==> src/rtl/temp_buff_feeder.sv <==
// Read-side sequencer: enables the address generator, issues one temp-buffer read per address,
// and re-times each returned word into a diagonally skewed, per-row-valid stream for the array.
module temp_buff_feeder #(
    parameter int FEATURE_BITS = 4,
    parameter int DATA_WIDTH   = 8,
    parameter int ROWS         = 4
) (
    input  logic                         sys_clk,
    input  logic                         reset_n,
    input  logic                         start,
    output logic                         ag_start,
    input  logic [2*FEATURE_BITS-1:0]    ag_address,
    input  logic                         ag_done,
    output logic                         rd_en,
    output logic [2*FEATURE_BITS-1:0]    rd_addr,
    input  logic [ROWS*DATA_WIDTH-1:0]   rd_data,
    output logic [ROWS*DATA_WIDTH-1:0]   sa_data,
    output logic [ROWS-1:0]              sa_valid,
    output logic                         busy,
    output logic                         done
);
    localparam int CW = $clog2(ROWS + 2);

    typedef enum logic [1:0] {IDLE, STREAM, DRAIN, DONE} state_e;

    state_e         state_q;
    logic [CW-1:0]  drain_cnt_q;
    logic           ag_start_q;
    logic           busy_q;
    logic           done_q;
    logic           rv_q;

    // The STREAM cycle that first sees ag_done counts as the first of the ROWS+1 drain cycles,
    // so the last skewed row leaves the pipe in the final DRAIN cycle and done follows directly.
    always_ff @(posedge sys_clk or negedge reset_n) begin
        if (!reset_n) begin
            state_q     <= IDLE;
            drain_cnt_q <= '0;
            ag_start_q  <= 1'b0;
            busy_q      <= 1'b0;
            done_q      <= 1'b0;
        end else begin
            case (state_q)
                IDLE: if (start && !ag_done) begin
                    state_q    <= STREAM;
                    ag_start_q <= 1'b1;
                    busy_q     <= 1'b1;
                end
                STREAM: if (ag_done) begin
                    state_q     <= DRAIN;
                    ag_start_q  <= 1'b0;
                    drain_cnt_q <= CW'(1);
                end
                DRAIN: if (drain_cnt_q == CW'(ROWS)) begin
                    state_q     <= DONE;
                    done_q      <= 1'b1;
                    drain_cnt_q <= '0;
                end else begin
                    drain_cnt_q <= drain_cnt_q + CW'(1);
                end
                DONE: begin
                    state_q <= IDLE;
                    done_q  <= 1'b0;
                    busy_q  <= 1'b0;
                end
                default: state_q <= IDLE;
            endcase
        end
    end

    assign ag_start = ag_start_q;
    assign busy     = busy_q;
    assign done     = done_q;
    assign rd_en    = ag_start_q && !ag_done;
    assign rd_addr  = ag_address;

    always_ff @(posedge sys_clk or negedge reset_n) begin
        if (!reset_n) rv_q <= 1'b0;
        else          rv_q <= rd_en;
    end

    // Row r sits behind r+1 stages; data is zeroed at the output whenever its valid is low.
    for (genvar r = 0; r < ROWS; r++) begin : g_row
        localparam int ST = r + 1;
        logic [DATA_WIDTH-1:0] dat_q [0:r];
        logic [r:0]            vld_q;

        always_ff @(posedge sys_clk or negedge reset_n) begin
            if (!reset_n) begin
                vld_q <= '0;
                for (int s = 0; s <= r; s++) dat_q[s] <= '0;
            end else begin
                vld_q    <= (vld_q << 1) | ST'(rv_q);
                dat_q[0] <= rd_data[r*DATA_WIDTH +: DATA_WIDTH];
                for (int s = 1; s <= r; s++) dat_q[s] <= dat_q[s-1];
            end
        end

        assign sa_valid[r]                          = vld_q[r];
        assign sa_data[r*DATA_WIDTH +: DATA_WIDTH]  = vld_q[r] ? dat_q[r] : '0;
    end

endmodule

==> config.mk <==
export PLATFORM = sky130hd
export DESIGN_NAME = temp_buff_feeder
export DESIGN_NICKNAME = d
export VERILOG_FILES = /design/src/rtl/temp_buff_feeder.sv
export SDC_FILE = /design/constraint.sdc
export NUM_CORES = 1
export LEC_CHECK = 0
export ABC_CLOCK_PERIOD_IN_PS = 2200
export CAP_MARGIN = 20
export CORE_MARGIN = 2
export CORE_UTILIZATION = 55
export DETAILED_ROUTE_END_ITERATION = 10
export DONT_BUFFER_PORTS = 1
export MAX_ROUTING_LAYER = met4
export PLACE_DENSITY = 0.7
export SETUP_SLACK_MARGIN = 0.1
export SLEW_MARGIN = 20
export SYNTH_ARGS = -nofsm -noshare
export SYNTH_HDL_FRONTEND = slang
export SYNTH_SLANG_ARGS = --single-unit
==> constraint.sdc <==
create_clock -name sys_clk -period 2.2 [get_ports sys_clk]
set_clock_uncertainty 0.05 [all_clocks]
set_input_delay 0.44 -clock sys_clk [delete_from_list [all_inputs] [get_ports sys_clk]]
set_output_delay 0.44 -clock sys_clk [all_outputs]
set_load 0.005 [all_outputs]
==> reports/qor.csv, run 1 <==
metric;value;unit
delay-heaviest family, CP;flip-flops;
Placed Instances;230;
max incr delay on CP;410;ps
Post-Synthesis Cells;169;
clock latency on the worst-skew pair;340;ps
Max-slew headroom;0.738;
total gr overflow;0;
global-route wire length before repair;6.54;mm
Crit Path Category;flop to flop;
Core Box Area;0.00511;sq mm
Bufs on Longest Clock Path;2;
largest net degree at the start of global routing;94;
syn avg cell area;17.2;sq um
H-tree level count;3;
critical path's slowest cell;dfrtp_1;
sw frac;0.250;
Total GRT Usage;0.156;
violated checks;negative hold slack;
YS warnings;0;
worst path required time;2380;ps
sequential share of power;0.537;
root buffer cell;clkbuf_8;
1st-iter DRT viols;85;
outcome;finished, violations left;
Synth cell types;21;
Seq/Total Area, Yosys;0.801;
sw power;0.000928;W
CTS tree;done;
Synth Cell Area;0.00290;sq mm
synth cell count leaders;dfrtp_1, and2_1, buf_4;
largest area contributor in the synthesized netlist;dfrtp_1;
Final nets;221;
clock sinks;93;
internal power;0.00278;W
initial core utilization;0.569;
register area;0.00233;sq mm
Power Dens Cells;1180;mW/mm^2
Fillers;390;
Die Ht;76.7;microns
worst slew pin tran;389;ps
Area Growth Syn to Fin;8.27;%
Main synth FF type;dfrtp_1;
post-route ant nets;0;
site row count;26;
I/O Buffers;0;
Max FO, Critical Path;5;
final hold vios;93;
TNS Setup;0;ps
Final HPWL DP;2.75;mm
setup repair bufs after CTS;0;
drt total wl;3.99;mm
worst path arrival time;1850;ps
EDFF count, synth;0;
CP startpoint kind;flop;
# DRC;0;
Ant. Diodes;0;
CTS buffer count;9;
initial antenna violation count;0;
share of cells above drive strength 1;0.114;
area of the multi-input gates;487;sq um
Comb power frac;0.140;
post-CTS sizing;0;
Seq cells post-synth;93;
worst path bufs/invs;1;
clock share of power;0.323;
Tcrit/Tclk final;0.763;
Die Area;0.00588;sq mm
Synth area leaders;dfrtp_1, and2_1, ha_1;
# IOs;92;
Max VDD drop;0.680;mV
Layout Cells excl Fill;246;
Max Clock Freq;0.596;GHz
GP Congestion;0.688;
leakage;1.44;nW
Mapped Nets;219;
clock slew at reported path FFs;90;ps
element type at the critical path end;flop;
Hold WS;-269;ps
final setup vio count;0;
Post-synth ARST share;1.00;
hold crit path type;input port to async pin;
drt via density;4.89;
Die Wd;76.7;microns
Vias;1202;
Max-cap violations;0;
most frequent cell after synthesis;dfrtp_1;
min Tclk post-route;1680;ps
WL per Instance;16.2;microns
max-slew violations;0;
Yosys top cell area share;0.801;
crit-path cells;inv_1 > ha_1 > and2b_4 > a221oi_4 > mux2_4;
unrepaired setup endpoints after global routing;no;
TritonRoute pass-1 iters;4;
number of global-route vias before repair;1290;
## worst paths after layout
kind                                         start                 end  slack [ps]  cells after the start
worst max-delay path                    state_q[1]          state_q[1]         520                      5
worst min register to register  g_row[3].dat_q[20]  g_row[3].dat_q[12]         300                      0
worst max register to register          state_q[1]          state_q[1]         520                      5
min in group sys_clk                   rd_data[31]  g_row[3].dat_q[31]          70                      0
worst min-delay path                       reset_n  g_row[3].dat_q[21]        -270                      0
max in group asynchronous                  reset_n          state_q[0]        2210                      0
## area by class of cell
| type | count | share of cell area |
|---|---|---|
| well taps | 70 | 0.0279 |
| flip-flops and latches | 93 | 0.740 |
| multi-input cells | 61 | 0.155 |
| clock buffers | 10 | 0.0406 |
| inverters | 6 | 0.00716 |
| clock inverters | 6 | 0.0294 |
## metal layers
metal  track usage  up-vias  part of all wire
li1              -      535                 -
met1         0.175      595              0.37
met2         0.239       56              0.53
met3        0.0671       16             0.071
met4        0.0800        0             0.028
met5             -        -                 0
## flip-flops by register name, indices dropped and copies added (netlist names)
register,count
g_row.dat_q,80
g_row.vld_q,4
drain_cnt_q,3
state_q,2
ag_start,1
busy,1
done,1
rv_q,1
## placed cells by master (no fill, tap or decap), types with 2 or more instances in the layout
master / count
and2_1: 32
bufinv_16: 2
inv_1: 6
o2bb2ai_1: 2
mux2i_1: 3
dfrtp_1: 93
nand2_1: 2
inv_6: 2
ha_1: 6
nand2b_1: 3
a22o_1: 2
clkbuf_8: 9
clkinvlp_4: 2
## power groups by stage
stage          registers [W]  clock network (W)  logic [W]
3_5_place_dp         0.00203                  0   0.000520
6_report             0.00199            0.00120   0.000518
3_3_place_gp         0.00202                  0   0.000476
5_1_grt              0.00202            0.00132   0.000575
2_1_floorplan        0.00199                  0   0.000443
4_1_cts              0.00199            0.00123   0.000522
## stage by stage
stage	util	instance area, sq um	hold WS [ps]	total power, W	worst slack, ps
floorplan	-	2900	94.4	0.00243	690
global placement	0.573	2920	96.6	0.00249	650
detailed placement	0.573	2920	96.8	0.00255	567
CTS	0.616	3140	-288	0.00375	545
global route	0.616	3140	-301	0.00391	481
finish	0.616	3140	-269	0.00371	522
## worst register-to-register path: stages, from the launching register on
cell and delay (ps):
dfrtp_1 410, inv_1 90, ha_1 250, and2b_4 210, a221oi_4 230, mux2_4 320
## cells by family (layout without fill, tap and decap cells)
group / after synthesis / count (layout) / synth area share
simple gates: 40 / 40 / 0.0892
flops: 93 / 93 / 0.801
mux: 4 / 4 / 0.0155
buf+inv: 15 / 22 / 0.0310
compound gates: 11 / 11 / 0.0371
fa+ha+maj: 6 / 6 / 0.0259
Note: power is estimated with default switching activity, not from simulation.
==> inputs of run 2 (changes only) <==
Settings changed: ABC_CLOCK_PERIOD_IN_PS 2200 to 1350, PLACE_DENSITY 0.7 to 0.73.
Clock period 2.2 ns to 1.35 ns, I/O delays scaled along.
==> run 2 against run 1 <==
  * The flow finishes with violations (negative hold slack, negative setup slack)
  * Clock power is 48% higher
  * Die area is the same
  * Largest power group unchanged
  * First-iteration DRC count is 19% higher
  * Critical path type unchanged
==> reports/qor.csv, run 2 (synthesis gave the netlist of run 1 again) <==
metric;value;unit;change
outcome;finished, violations left;;
violated checks;negative hold slack, negative setup slack;;
critical path's slowest cell;dfrtp_1;;
Biggest register;g_row.dat_q;;
commonest non-fill, non-tap cells in the layout;dfrtp_1, and2_4, dlygate4sd3_1;;
CTS buffer count;9;;unchanged
Ant. Diodes;0;;unchanged
top flop regs;g_row.dat_q: 80 flops, g_row.vld_q: 4 flops, drain_cnt_q: 3 flops;;
Die Ht;76.7;microns;unchanged
global-route wire length before repair;7.97;mm;+22%
register area;0.00233;sq mm;+0.22%
# DRC;0;;unchanged
Max-cap violations;0;;unchanged
hold crit path type;input port to async pin;;
Max FO, Critical Path;2;;-3
clock slew at reported path FFs;80;ps;about the same
Fillers;297;;-24%
worst path bufs/invs;1;;unchanged
max incr delay on CP;380;ps;-30 ps
drt via density;4.74;;-3.0%
fin util;0.742;;+0.126
Post-CTS Hold Buffers;32;;
Crit Path Category;flop to flop;;
Final Total Pwr;0.00673;W;+82%
Final HPWL DP;2.97;mm;+7.7%
GP Congestion;0.710;;+3.1%
Core Box Area;0.00511;sq mm;unchanged
Max VDD drop;1.13;mV;+66%
CTS tree;done;;
clock sinks;93;;unchanged
final hold vios;93;;unchanged
most common cell after layout, fill and taps aside;dfrtp_1;;
area of the multi-input gates;662;sq um;+36%
final setup vio count;15;;+15
Max-slew headroom;0.842;;+0.105
H-tree level count;3;;unchanged
unrepaired setup endpoints after global routing;yes;;
Tcrit/Tclk final;1.11;;+0.345
worst slew pin tran;237;ps;-153 ps
site row count;26;;unchanged
Power Dens Cells;1780;mW/mm^2;+51%
root buffer cell;clkbuf_8;;
post-route ant nets;0;;unchanged
worst path required time;1520;ps;-860 ps
number of global-route vias before repair;1495;;+16%
Max Clock Freq;0.669;GHz;+12%
share of cells above drive strength 1;0.385;;+0.271
WL per Instance;16.9;microns;+4.2%
delay-heaviest family, CP;flip-flops;;
initial antenna violation count;0;;unchanged
drt total wl;5.00;mm;+25%
Vias;1403;;+17%
clock latency on the worst-skew pair;340;ps;about the same
# IOs;92;;unchanged
max-slew violations;0;;unchanged
min Tclk post-route;1500;ps;-182 ps
Hold WS;-433;ps;-164 ps
Bufs on Longest Clock Path;2;;unchanged
initial core utilization;0.569;;unchanged
TritonRoute pass-1 iters;4;;unchanged
I/O Buffers;0;;unchanged
worst path arrival time;1670;ps;-180 ps
1st-iter DRT viols;101;;+19%
CP startpoint kind;flop;;
Area Growth Syn to Fin;30.5;%;
Die Area;0.00588;sq mm;unchanged
Die Wd;76.7;microns;unchanged
element type at the critical path end;flop;;
Final nets;272;;+23%
number of flip-flops under the largest register name;80;;unchanged
Total GRT Usage;0.191;;+0.0352
total gr overflow;0;;unchanged
final worst slack;-146;ps;-668 ps
largest net degree at the start of global routing;94;;unchanged
Setup WS pre-CTS;-160;ps;-727 ps
crit-path cells;inv_2 > ha_4 > and2b_4 > a221oi_4 > mux2_4;;
leakage;1.74;nW;+20%
run 2: cell types whose count changed in the layout (fill, tap and decap cells not counted), moves of 2 or more:
| cell | previous run | this run |
|---|---|---|
| and2_1 | 32 | 0 |
| and2_4 | 0 | 32 |
| buf_4 | 0 | 13 |
| buf_6 | 0 | 6 |
| clkbuf_8 | 9 | 11 |
| dfrtp_1 | 93 | 89 |
| dfrtp_2 | 0 | 4 |
| dlygate4sd3_1 | 0 | 32 |
| ha_1 | 6 | 1 |
| ha_4 | 0 | 5 |
| inv_1 | 6 | 2 |
| inv_2 | 0 | 4 |
| inv_6 | 2 | 0 |
run 2: repair_timing:
item / 4_1_cts / 5_1_grt
endpoints found under the setup margin: 39 / 41
pin swaps: 9 / 3
resized for setup: 60 / 3
hold endpoints to repair: 125 / 93
setup buffers: 10 / 3
run 2: worst paths after layout:
kind,slack [ps],start,depth (start not counted),end
max,-150,state_q[1],5,state_q[1]
min,-430,reset_n,0,g_row[3].dat_q[12]
max reg2reg,-150,state_q[1],5,state_q[1]
min reg2reg,300,g_row[3].dat_q[19],0,g_row[3].dat_q[11]
max in group asynchronous,1570,reset_n,0,g_row[3].vld_q[0]
min in group sys_clk,70,ag_done,2,ag_start
run 2: area by class of cell:
cell class,instances,area share
flip-flops and latches,93,0.615
multi-input cells,61,0.175
repair buffers,51,0.128
clock buffers,12,0.0409
well taps,70,0.0231
clock inverters,3,0.0119
inverters,6,0.00594
run 2: per-layer routing:
metal  vias to the layer above  global-route usage  wire, microns
li1                        632                   -              -
met1                       712               0.198           1750
met2                        50               0.330           2900
met3                         9              0.0765            287
met4                         0              0.0673             63
met5                         -                   -              0
run 2: power breakdown:
part	switching (W)	internal, W	total (W)
combinational	0.000662	0.00101	0.00168
clock	0.000834	0.000947	0.00178
sequential	0.000216	0.00306	0.00328
total	0.00171	0.00502	0.00673
run 2: through the flow:
stage / instances / TNS [ps] / cell area [sq um]
floorplan: 169 / -119 / 2920
global placement: 239 / -158 / 3010
detailed placement: 239 / -536 / 3010
CTS: 295 / -976 / 3770
global route: 296 / -1870 / 3790
finish: 296 / -881 / 3790
==> inputs of run 3 (changes only) <==
Settings changed: HOLD_SLACK_MARGIN from default to 0.15, MAX_ROUTING_LAYER met4 to default, PLACE_DENSITY 0.73 to 0.79.
==> run 3 against run 2 <==
  * The run still ends with negative hold slack, negative setup slack left
  * Core utilization up 0.51 points
  * Global-route usage rose by 0.79 points
  * Clock-buffer cell count down 3
  * Flip-flop and latch count is the same
  * Register-to-register slack lost 40 ps
  * Fmax is 2.3% lower
  * Sequential power hardly changed
  * Routed wire length rose by 7.7%
  * Largest power group unchanged
  * Highest routed layer unchanged
==> reports/qor.csv, run 3 (synthesis gave the netlist of run 1 again) <==
metric;value;unit;change
Fillers;295;;-0.67%
outcome;finished, violations left;;
CTS tree;done;;
Biggest register;g_row.dat_q;;
top flop regs;g_row.dat_q: 80 flops, g_row.vld_q: 4 flops, drain_cnt_q: 3 flops;;
Max Clock Freq;0.653;GHz;-2.3%
final hold vios;93;;unchanged
GP Congestion;0.682;;-4.0%
CTS buffer count;9;;unchanged
min Tclk post-route;1530;ps;+35.7 ps
Tcrit/Tclk final;1.13;;+0.0265
final worst slack;-181;ps;-35.7 ps
Worst R2R Setup Slack;-180;ps;-40 ps
drt via density;4.86;;+2.5%
unrepaired setup endpoints after global routing;yes;;
largest net degree at the start of global routing;94;;unchanged
clock share of power;0.259;;-0.006
number of flip-flops under the largest register name;80;;unchanged
Total GRT Usage;0.199;;+0.00788
final setup vio count;18;;+3
Max-cap violations;0;;unchanged
# DRC;0;;unchanged
share of cells above drive strength 1;0.400;;+0.0150
clock sinks;93;;unchanged
worst r2r src;state_q[1];;
worst path arrival time;1730;ps;+60 ps
CP startpoint kind;flop;;
final instance area;0.00382;sq mm;+0.69%
hold crit path type;input port to async pin;;
Post-CTS Hold Buffers;33;;+3.1%
reg2reg end;state_q[1];;
number of global-route vias before repair;1631;;+9.1%
Placed Instances;238;;-0.42%
H-tree level count;3;;unchanged
# IOs;92;;unchanged
delay-heaviest family, CP;flip-flops;;
worst-case reg-to-reg path depth;5;;unchanged
Max-slew headroom;0.822;;-0.0203
most common cell after layout, fill and taps aside;dfrtp_1;;
Die Ht;76.7;microns;unchanged
Crit Path Category;flop to flop;;
sw power;0.00186;W;+8.5%
total gr overflow;0;;unchanged
Power Dens Cells;1780;mW/mm^2;+0.32%
clock latency on the worst-skew pair;350;ps;about the same
post-route ant nets;0;;unchanged
crit-path cells;inv_2 > ha_4 > and2b_4 > a221oi_4 > mux2_4;;
worst path bufs/invs;1;;unchanged
Area Growth Syn to Fin;31.4;%;
Comb power frac;0.260;;+0.011
sequential share of power;0.481;;-0.006
initial antenna violation count;0;;unchanged
Hold WS;-443;ps;-10.9 ps
max-slew violations;0;;unchanged
clock slew at reported path FFs;90;ps;about the same
drt total wl;5.39;mm;+7.7%
commonest non-fill, non-tap cells in the layout;dfrtp_1, and2_4, dlygate4sd3_1;;
Ant. Diodes;0;;unchanged
WL per Instance;18.0;microns;+6.3%
Bufs on Longest Clock Path;2;;unchanged
1st-iter DRT viols;72;;-29%
initial core utilization;0.569;;unchanged
worst path required time;1540;ps;+20 ps
global-route wire length before repair;8.57;mm;+7.5%
leakage;1.75;nW;+0.81%
Setup WS pre-CTS;-176;ps;-15.1 ps
max incr delay on CP;390;ps;about the same
internal power;0.00494;W;-1.5%
site row count;26;;unchanged
Vias;1458;;+3.9%
Area after DPL;0.00300;sq mm;-0.25%
sw frac;0.273;;+0.0187
Core Box Area;0.00511;sq mm;unchanged
Final nets;276;;+1.5%
TritonRoute pass-1 iters;4;;unchanged
Max FO, Critical Path;2;;unchanged
element type at the critical path end;flop;;
Die Area;0.00588;sq mm;unchanged
Final HPWL DP;2.90;mm;-2.3%
root buffer cell;clkbuf_8;;
worst slew pin tran;267;ps;+30.5 ps
violated checks;negative hold slack, negative setup slack;;
Layout Cells excl Fill;300;;+1.4%
critical path's slowest cell;dfrtp_1;;
Max VDD drop;1.13;mV;+0.33%
I/O Buffers;0;;unchanged
Die Wd;76.7;microns;unchanged
## run 3: cell type report
type                       count  area (sq um)  area share
sequential                    93          2330       0.611
multi-input combinational     61           666       0.174
tap                           70          87.6      0.0230
clock inverter                 6          63.8      0.0167
inverter                       6          22.5     0.00590
clock buffer                   9           124      0.0325
timing repair buffer          55           520       0.136
## run 3: routing by layer
metal  global-route usage  up-vias  share of wire
li1                     -      640              -
met1                0.224      734           0.37
met2                0.332       66           0.54
met3               0.0612       18          0.058
met4                0.122        0          0.035
met5                    0        -              0
## run 3: worst max path at each step
stage / cells past startpoint / to / slack [ps] / startpoint
global route: 5 / state_q[1] / -220 / state_q[1]
detailed placement: 5 / state_q[1] / -180 / state_q[1]
CTS: 4 / state_q[1] / -150 / state_q[0]
floorplan: 4 / state_q[1] / -120 / state_q[0]
finish: 5 / state_q[1] / -180 / state_q[1]
global placement: 5 / state_q[1] / -90 / state_q[1]
## run 3: timing repair
item	4_1_cts	5_1_grt
endpoints found under the setup margin	39	41
hold endpoints to repair	127	93
pin swaps	9	4
setup buffers	14	4
gates resized for setup	62	3
## run 3: power groups by stage
| stage | logic [W] | registers (W) | clock network [W] |
|---|---|---|---|
| floorplan | 0.000750 | 0.00325 | 0 |
| global placement | 0.000939 | 0.00328 | 0 |
| detailed placement | 0.00103 | 0.00330 | 0 |
| CTS | 0.00169 | 0.00326 | 0.00178 |
| global route | 0.00188 | 0.00331 | 0.00193 |
| finish | 0.00177 | 0.00327 | 0.00176 |
## run 3: metrics by stage
stage                     power [W]  TNS, ps   util
after floorplan             0.00400     -119      -
after global placement      0.00422     -187  0.588
after detailed placement    0.00433     -631  0.588
after CTS                   0.00673    -1310  0.745
after global routing        0.00712    -1920  0.747
final                       0.00680    -1150  0.747
## run 3: worst reg2reg max path: cells and delay by family (launching register included)
kind	cells	cell delay [ps]
flip-flops	1	390
multiplexers	1	330
AO/OA/AOI/OAI	1	240
AND/OR/NAND/NOR	1	170
adder cells (fa/ha/maj)	1	160
buffers and inverters	1	80
